File: config.mk
export PLATFORM = sky130hd
export DESIGN_NAME = frame_pattern_writer
export DESIGN_NICKNAME = d
export VERILOG_FILES = /design/src/rtl/frame_pattern_writer.sv
export SDC_FILE = /design/constraint.sdc
export NUM_CORES = 1
export LEC_CHECK = 0
export CAP_MARGIN = 40
export CORE_MARGIN = 8
export CORE_UTILIZATION = 40
export DETAILED_ROUTE_END_ITERATION = 10
export PLACE_DENSITY = 0.65
export SYNTH_ARGS = -nofsm -noshare
export SYNTH_HDL_FRONTEND = slang
export SYNTH_SLANG_ARGS = --single-unit
File: constraint.sdc
create_clock -name clk_25 -period 3.7 [get_ports clk_25]
set_input_delay 0.555 -clock clk_25 [delete_from_list [all_inputs] [get_ports clk_25]]
set_output_delay 0.555 -clock clk_25 [all_outputs]
set_load 0.05 [all_outputs]
File: src/rtl/frame_pattern_writer.sv
// rtl/frame_pattern_writer.sv - synthetic test-pattern source driving the frame buffer write port
module frame_pattern_writer #(
    parameter int H_RES      = 160,
    parameter int V_RES      = 120,
    parameter int ADDR_WIDTH = 15,
    parameter int PIX_WIDTH  = 1,
    parameter int BOX_X0     = 41,
    parameter int BOX_X1     = 118,
    parameter int BOX_Y0     = 31,
    parameter int BOX_Y1     = 88,
    parameter int CHECK_LOG2 = 3
) (
    input  logic                  clk_25,
    input  logic                  reset_n,
    input  logic                  start,
    input  logic [2:0]            mode,
    input  logic                  continuous,
    input  logic [PIX_WIDTH-1:0]  fg,
    input  logic [PIX_WIDTH-1:0]  bg,
    input  logic                  wr_ready,
    output logic                  we,
    output logic [ADDR_WIDTH-1:0] write_addr,
    output logic [PIX_WIDTH-1:0]  pixel,
    output logic                  busy,
    output logic                  frame_done,
    output logic [7:0]            frame_count
);

    localparam int XW = (H_RES > 1) ? $clog2(H_RES) : 1;
    localparam int YW = (V_RES > 1) ? $clog2(V_RES) : 1;

    typedef enum logic {IDLE, RUN} state_t;

    state_t               state;
    logic [XW-1:0]        x;
    logic [YW-1:0]        y;
    logic [XW-1:0]        x_next;
    logic [YW-1:0]        y_next;
    logic                 last_pixel;
    logic [2:0]           mode_q;
    logic [PIX_WIDTH-1:0] fg_q;
    logic [PIX_WIDTH-1:0] bg_q;

    // Pixel value for a coordinate; widened to int so parameter compares and
    // cell-bit selects stay legal even when CHECK_LOG2 exceeds the counter width.
    function automatic logic [PIX_WIDTH-1:0] pattern(
        input logic [XW-1:0]        px,
        input logic [YW-1:0]        py,
        input logic [2:0]           pm,
        input logic [PIX_WIDTH-1:0] pfg,
        input logic [PIX_WIDTH-1:0] pbg
    );
        int   xi;
        int   yi;
        logic hit;
        xi = int'(px);
        yi = int'(py);
        case (pm)
            3'd1:    hit = (xi >= BOX_X0) && (xi <= BOX_X1) && (yi >= BOX_Y0) && (yi <= BOX_Y1);
            3'd2:    hit = xi[CHECK_LOG2] ^ yi[CHECK_LOG2];
            3'd3:    hit = xi[CHECK_LOG2];
            3'd4:    hit = (xi == 0) || (xi == H_RES - 1) || (yi == 0) || (yi == V_RES - 1);
            default: hit = 1'b1;
        endcase
        return hit ? pfg : pbg;
    endfunction

    // Raster-order successor of the current coordinate and end-of-frame detect
    always_comb begin
        x_next     = x + XW'(1);
        y_next     = y;
        last_pixel = (x == XW'(H_RES - 1)) && (y == YW'(V_RES - 1));
        if (x == XW'(H_RES - 1)) begin
            x_next = '0;
            y_next = y + YW'(1);
        end
    end

    // Frame sequencer: latches config at frame start, advances on each accepted write
    always_ff @(posedge clk_25 or negedge reset_n) begin
        if (!reset_n) begin
            state       <= IDLE;
            x           <= '0;
            y           <= '0;
            mode_q      <= '0;
            fg_q        <= '0;
            bg_q        <= '0;
            we          <= 1'b0;
            write_addr  <= '0;
            pixel       <= '0;
            busy        <= 1'b0;
            frame_done  <= 1'b0;
            frame_count <= '0;
        end else begin
            frame_done <= 1'b0;
            case (state)
                IDLE: begin
                    we   <= 1'b0;
                    busy <= 1'b0;
                    if (start) begin
                        mode_q     <= mode;
                        fg_q       <= fg;
                        bg_q       <= bg;
                        x          <= '0;
                        y          <= '0;
                        write_addr <= '0;
                        pixel      <= pattern('0, '0, mode, fg, bg);
                        we         <= 1'b1;
                        busy       <= 1'b1;
                        state      <= RUN;
                    end
                end
                RUN: begin
                    if (wr_ready) begin
                        if (last_pixel) begin
                            frame_done  <= 1'b1;
                            frame_count <= frame_count + 8'd1;
                            x           <= '0;
                            y           <= '0;
                            write_addr  <= '0;
                            if (continuous) begin
                                mode_q <= mode;
                                fg_q   <= fg;
                                bg_q   <= bg;
                                pixel  <= pattern('0, '0, mode, fg, bg);
                            end else begin
                                we    <= 1'b0;
                                busy  <= 1'b0;
                                state <= IDLE;
                            end
                        end else begin
                            x          <= x_next;
                            y          <= y_next;
                            write_addr <= write_addr + ADDR_WIDTH'(1);
                            pixel      <= pattern(x_next, y_next, mode_q, fg_q, bg_q);
                        end
                    end
                end
                default: state <= IDLE;
            endcase
        end
    end

endmodule

==> results.py <==
metrics = {
    "yosys": {
        "ys_seq_area_share_pct": 40.40,
        "yosys_warnings": 0,
        "syn_inst": 304,
        "synth_seq_cells": 47,
        "synth.distinct_cells": 62,
        "synth_edf_count": 0,
        "syn_nets": 322,
        "synth.avg_cell_area_um2": 9.577,
        "syn_area_mm2": 0.002912,
        "synthArstFlopShare_pct": 100.0,
        "ys.flop_type": "dfrtp_1",
    },
    "floorplanning": {
        "die_x_um": 101.3,
        "dieArea_mm2": 0.01026,
        "start_util_pct": 40.80,
        "dieHeight_um": 101.3,
        "design.core.area_mm2": 0.007137,
        "row_count": 31,
        "ioPinCount": 37,
    },
    "timing": {
        "slew_headroom_pct": 54.74,
        "fmax_ghz": 0.3460,
        "fin_crit_sh_pct": 78.11,
        "slew_viol_final": 0,
        "tns_ns": 0,
        "tightest_slew_ns": 0.6789,
        "fin_skew_ns": 0.01442,
        "hold_viol_final": 0,
        "setup_viol": 0,
        "period_minus_slack_ns": 2.890,
        "whs_ns": 0.2688,
        "rsz0062_at_grt": "false",
    },
    "flow_run": {
        "drv_cap": 0,
    },
    "routing": {
        "drtAntennaViolNets": 0,
        "initialDrtViolationCount": 148,
        "via_per_inst": 5.567,
        "wire_per_inst_um": 16.21,
        "vias": 2416,
        "dr.pass1.iters": 4,
        "wl_um": 7037,
        "drc": 0,
    },
    "setup_path": {
        "path_cells": "ha_1 > nand4_4 > nor2_1 > buf_4 > nand3_4 > a21oi_1 > a21boi_4 > mux2_2",
        "critPathMaxStageDelay_ns": 0.48,
        "r2r_slack_ns": 0.81,
        "critPathCaptureType": "flip-flop",
        "crit_required_ns": 3.89,
        "critPathSlowestCell": "dfrtp_1",
        "crit_buf_inv": 1,
        "crit_path_start_kind": "flip-flop",
        "cp.arrival_ns": 3.08,
        "critPathTopFamily": "simple AND/OR/NAND/NOR gates",
        "critPathMaxFanout": 9,
        "r2r-end": "mode_q[1]$_DFFE_PN0P_",
        "r2r_start": "x[0]$_DFFE_PN0P_",
        "crit_type": "flip-flop to flip-flop",
        "reg2reg_depth": 8,
    },
    "cts": {
        "numCtsBuffers": 5,
        "cts_buffer_depth": 2,
        "insertion_delay_ns": 0.31,
        "cts-resized-gates": 0,
        "tritoncts": "built",
        "numClockSinks": 47,
        "clock-root-buffer": "clkbuf_8",
        "htree_levels": 2,
        "postCtsHoldBufs": 0,
        "clk_pin_slew_worst_paths_ns": 0.10,
        "post-cts-setup-buffers": 0,
    },
    "power_and_ir_drop": {
        "p_int_w": 0.0009543,
        "comb_power_share_pct": 30.3,
        "p_leak_nw": 1.482,
        "p_per_area_mw_per_mm2": 443.9,
        "pwr-share-clk_pct": 24.5,
        "seqPwrFrac_pct": 45.2,
        "vdd_drop_max_mv": 0.2309,
        "p_switching_w": 0.0005741,
        "swShare_pct": 37.56,
    },
    "layout": {
        "diodes": 0,
        "finalNetCount": 353,
        "fillers": 678,
        "drive_above_1_share_pct": 9.552,
        "multi_input_area_mm2": 0.001629,
        "area_growth_pct": 18.26,
        "seqCellArea_mm2": 0.001176,
    },
    "placement": {
        "place_congestion": 0.9633,
        "io_buffer_count": 36,
        "dp_hpwl_um": 5280,
    },
    "global_routing": {
        "grt_max_degree": 30,
        "grt_pass1_vias": 2379,
        "grt_pass1_wl_um": 11810,
        "grt_usage_pct": 14.35,
        "antenna_found_initial": 0,
        "grt_overflow": 0,
    },
    "outcome": {
        "outcome": "finished, final reports clean",
    },
    "min_path": {
        "worstHoldPathType": "input pin to async pin",
    },
}
final cells by class:
| cell class | instances | share of cell area (%) |
|---|---|---|
| clock buffers | 5 | 1.999 |
| clock inverters | 2 | 1.090 |
| repair buffers | 40 | 11.19 |
| flip-flops and latches | 47 | 34.16 |
| well taps | 99 | 3.597 |
| multi-input cells | 235 | 47.31 |
| inverters | 6 | 0.6541 |
stage by stage:
stage	setup WS (ns)	total power (W)	util [%]	area (um2)	cells
after floorplan	1.262	0.001009	-	2912	304
after global placement	0.7452	0.001159	46.76	3337	427
after detailed placement	0.7060	0.001159	46.76	3337	427
after CTS	0.8123	0.001537	48.25	3443	434
after global routing	0.5906	0.001614	48.25	3443	434
final	0.8098	0.001528	48.25	3443	434
cells in the mapped netlist, types with 2 or more instances:
cell      instances  area [um2]
mux2i_1           4       40.04
nor3b_1           2       15.01
buf_4             3       22.52
nor4b_1           2       17.52
nor4_1            2       12.51
buf_2             4       20.02
xnor2_1          15       131.4
nand2_1          28       105.1
or3_1             4       25.02
nor4bb_1          2       20.02
xor2_1           12       105.1
nand4_1           6       37.54
nor2_1           21       78.83
inv_1             6       22.52
a21oi_1           9       45.04
and2_1            2       12.51
a22o_1            5       43.79
a31oi_1           2       12.51
and3_1           11       68.82
a211oi_1          2       15.01
o22ai_1           2       12.51
mux2_2            6       67.56
clkbuf_1          8       30.03
nand3_1          21       105.1
nor3_1            5       25.02
and4_1            2       17.52
o21ai_0          24       120.1
nand2b_1          5       31.28
dfrtp_1          47        1176
ha_1              8       100.1
o31ai_1           3       22.52
worst reg2reg max path, stage by stage (launching register included):
cell,delay [ns]
dfrtp_1,0.48
ha_1,0.39
nand4_4,0.22
nor2_1,0.40
buf_4,0.24
nand3_4,0.14
a21oi_1,0.27
a21boi_4,0.29
mux2_2,0.36
power by group through the flow:
stage / Sequential [W] / Clock, W / Combinational [W]
2_1_floorplan: 0.000735 / 0 / 0.000274
3_3_place_gp: 0.000696 / 0 / 0.000463
6_report: 0.000691 / 0.000375 / 0.000463
5_1_grt: 0.000704 / 0.000405 / 0.000506
4_1_cts: 0.000687 / 0.000384 / 0.000467
3_5_place_dp: 0.000696 / 0 / 0.000464
flip-flops by register name, summed over array words and instances (netlist names):
| name | flops |
|---|---|
| frame_count | 8 |
| pixel | 1 |
| busy | 1 |
| state | 1 |
| write_addr | 15 |
| frame_done | 1 |
| y | 7 |
| x | 8 |
| bg_q | 1 |
| fg_q | 1 |
| mode_q | 3 |
cells in the final DEF, fill, tap and decap left out, types with 3 or more instances in the layout:
cell type	netlist	routed
dfrtp_1	47	47
clkdlybuf4s50_1	0	35
nand2_1	28	28
o21ai_0	24	24
nor2_1	21	21
nand3_1	21	21
xnor2_1	15	15
xor2_1	12	12
and3_1	11	11
a21oi_1	9	9
ha_1	8	8
inv_1	6	6
nand4_1	6	6
mux2_2	6	6
nor3_1	5	5
nand2b_1	5	5
a22o_1	5	5
clkbuf_8	0	5
or3_1	4	4
mux2i_1	4	4
buf_4	3	4
o31ai_1	3	3
layer usage:
layer | share of wire (%) | track usage (%) | vias up
li1 | - | - | 1170
met4 | 1.9 | 5.498 | 0
met3 | 4.0 | 2.543 | 12
met5 | 0 | 0 | -
met2 | 46 | 22.62 | 55
met1 | 48 | 19.06 | 1179
how the worst max path moves through the flow:
| stage | startpoint | end | slack [ns] | cells after the start |
|---|---|---|---|---|
| after CTS | x[0]$_DFFE_PN0P_ | mode_q[1]$_DFFE_PN0P_ | 0.81 | 8 |
| after floorplan | x[0]$_DFFE_PN0P_ | bg_q$_DFFE_PN0P_ | 1.26 | 8 |
| after global routing | x[0]$_DFFE_PN0P_ | bg_q$_DFFE_PN0P_ | 0.59 | 8 |
| after detailed placement | wr_ready | write_addr[11]$_DFFE_PN0P_ | 0.71 | 9 |
| final | x[0]$_DFFE_PN0P_ | mode_q[1]$_DFFE_PN0P_ | 0.81 | 8 |
| after global placement | wr_ready | mode_q[0]$_DFFE_PN0P_ | 0.75 | 6 |
cell families (layout without fill, tap and decap cells):
| group | Yosys count | count (layout) | synth area share [%] |
|---|---|---|---|
| muxes | 10 | 10 | 3.696 |
| xor gates and xnor gates | 28 | 28 | 8.681 |
| buffers and inverters | 22 | 53 | 3.653 |
| adders and majority gates | 8 | 8 | 3.438 |
| AOI/OAI and AO/OA | 61 | 61 | 14.10 |
| DFF | 47 | 47 | 40.40 |
| and+or+nand+nor | 128 | 128 | 26.04 |
No activity file was read; power rests on OpenSTA's default activity.
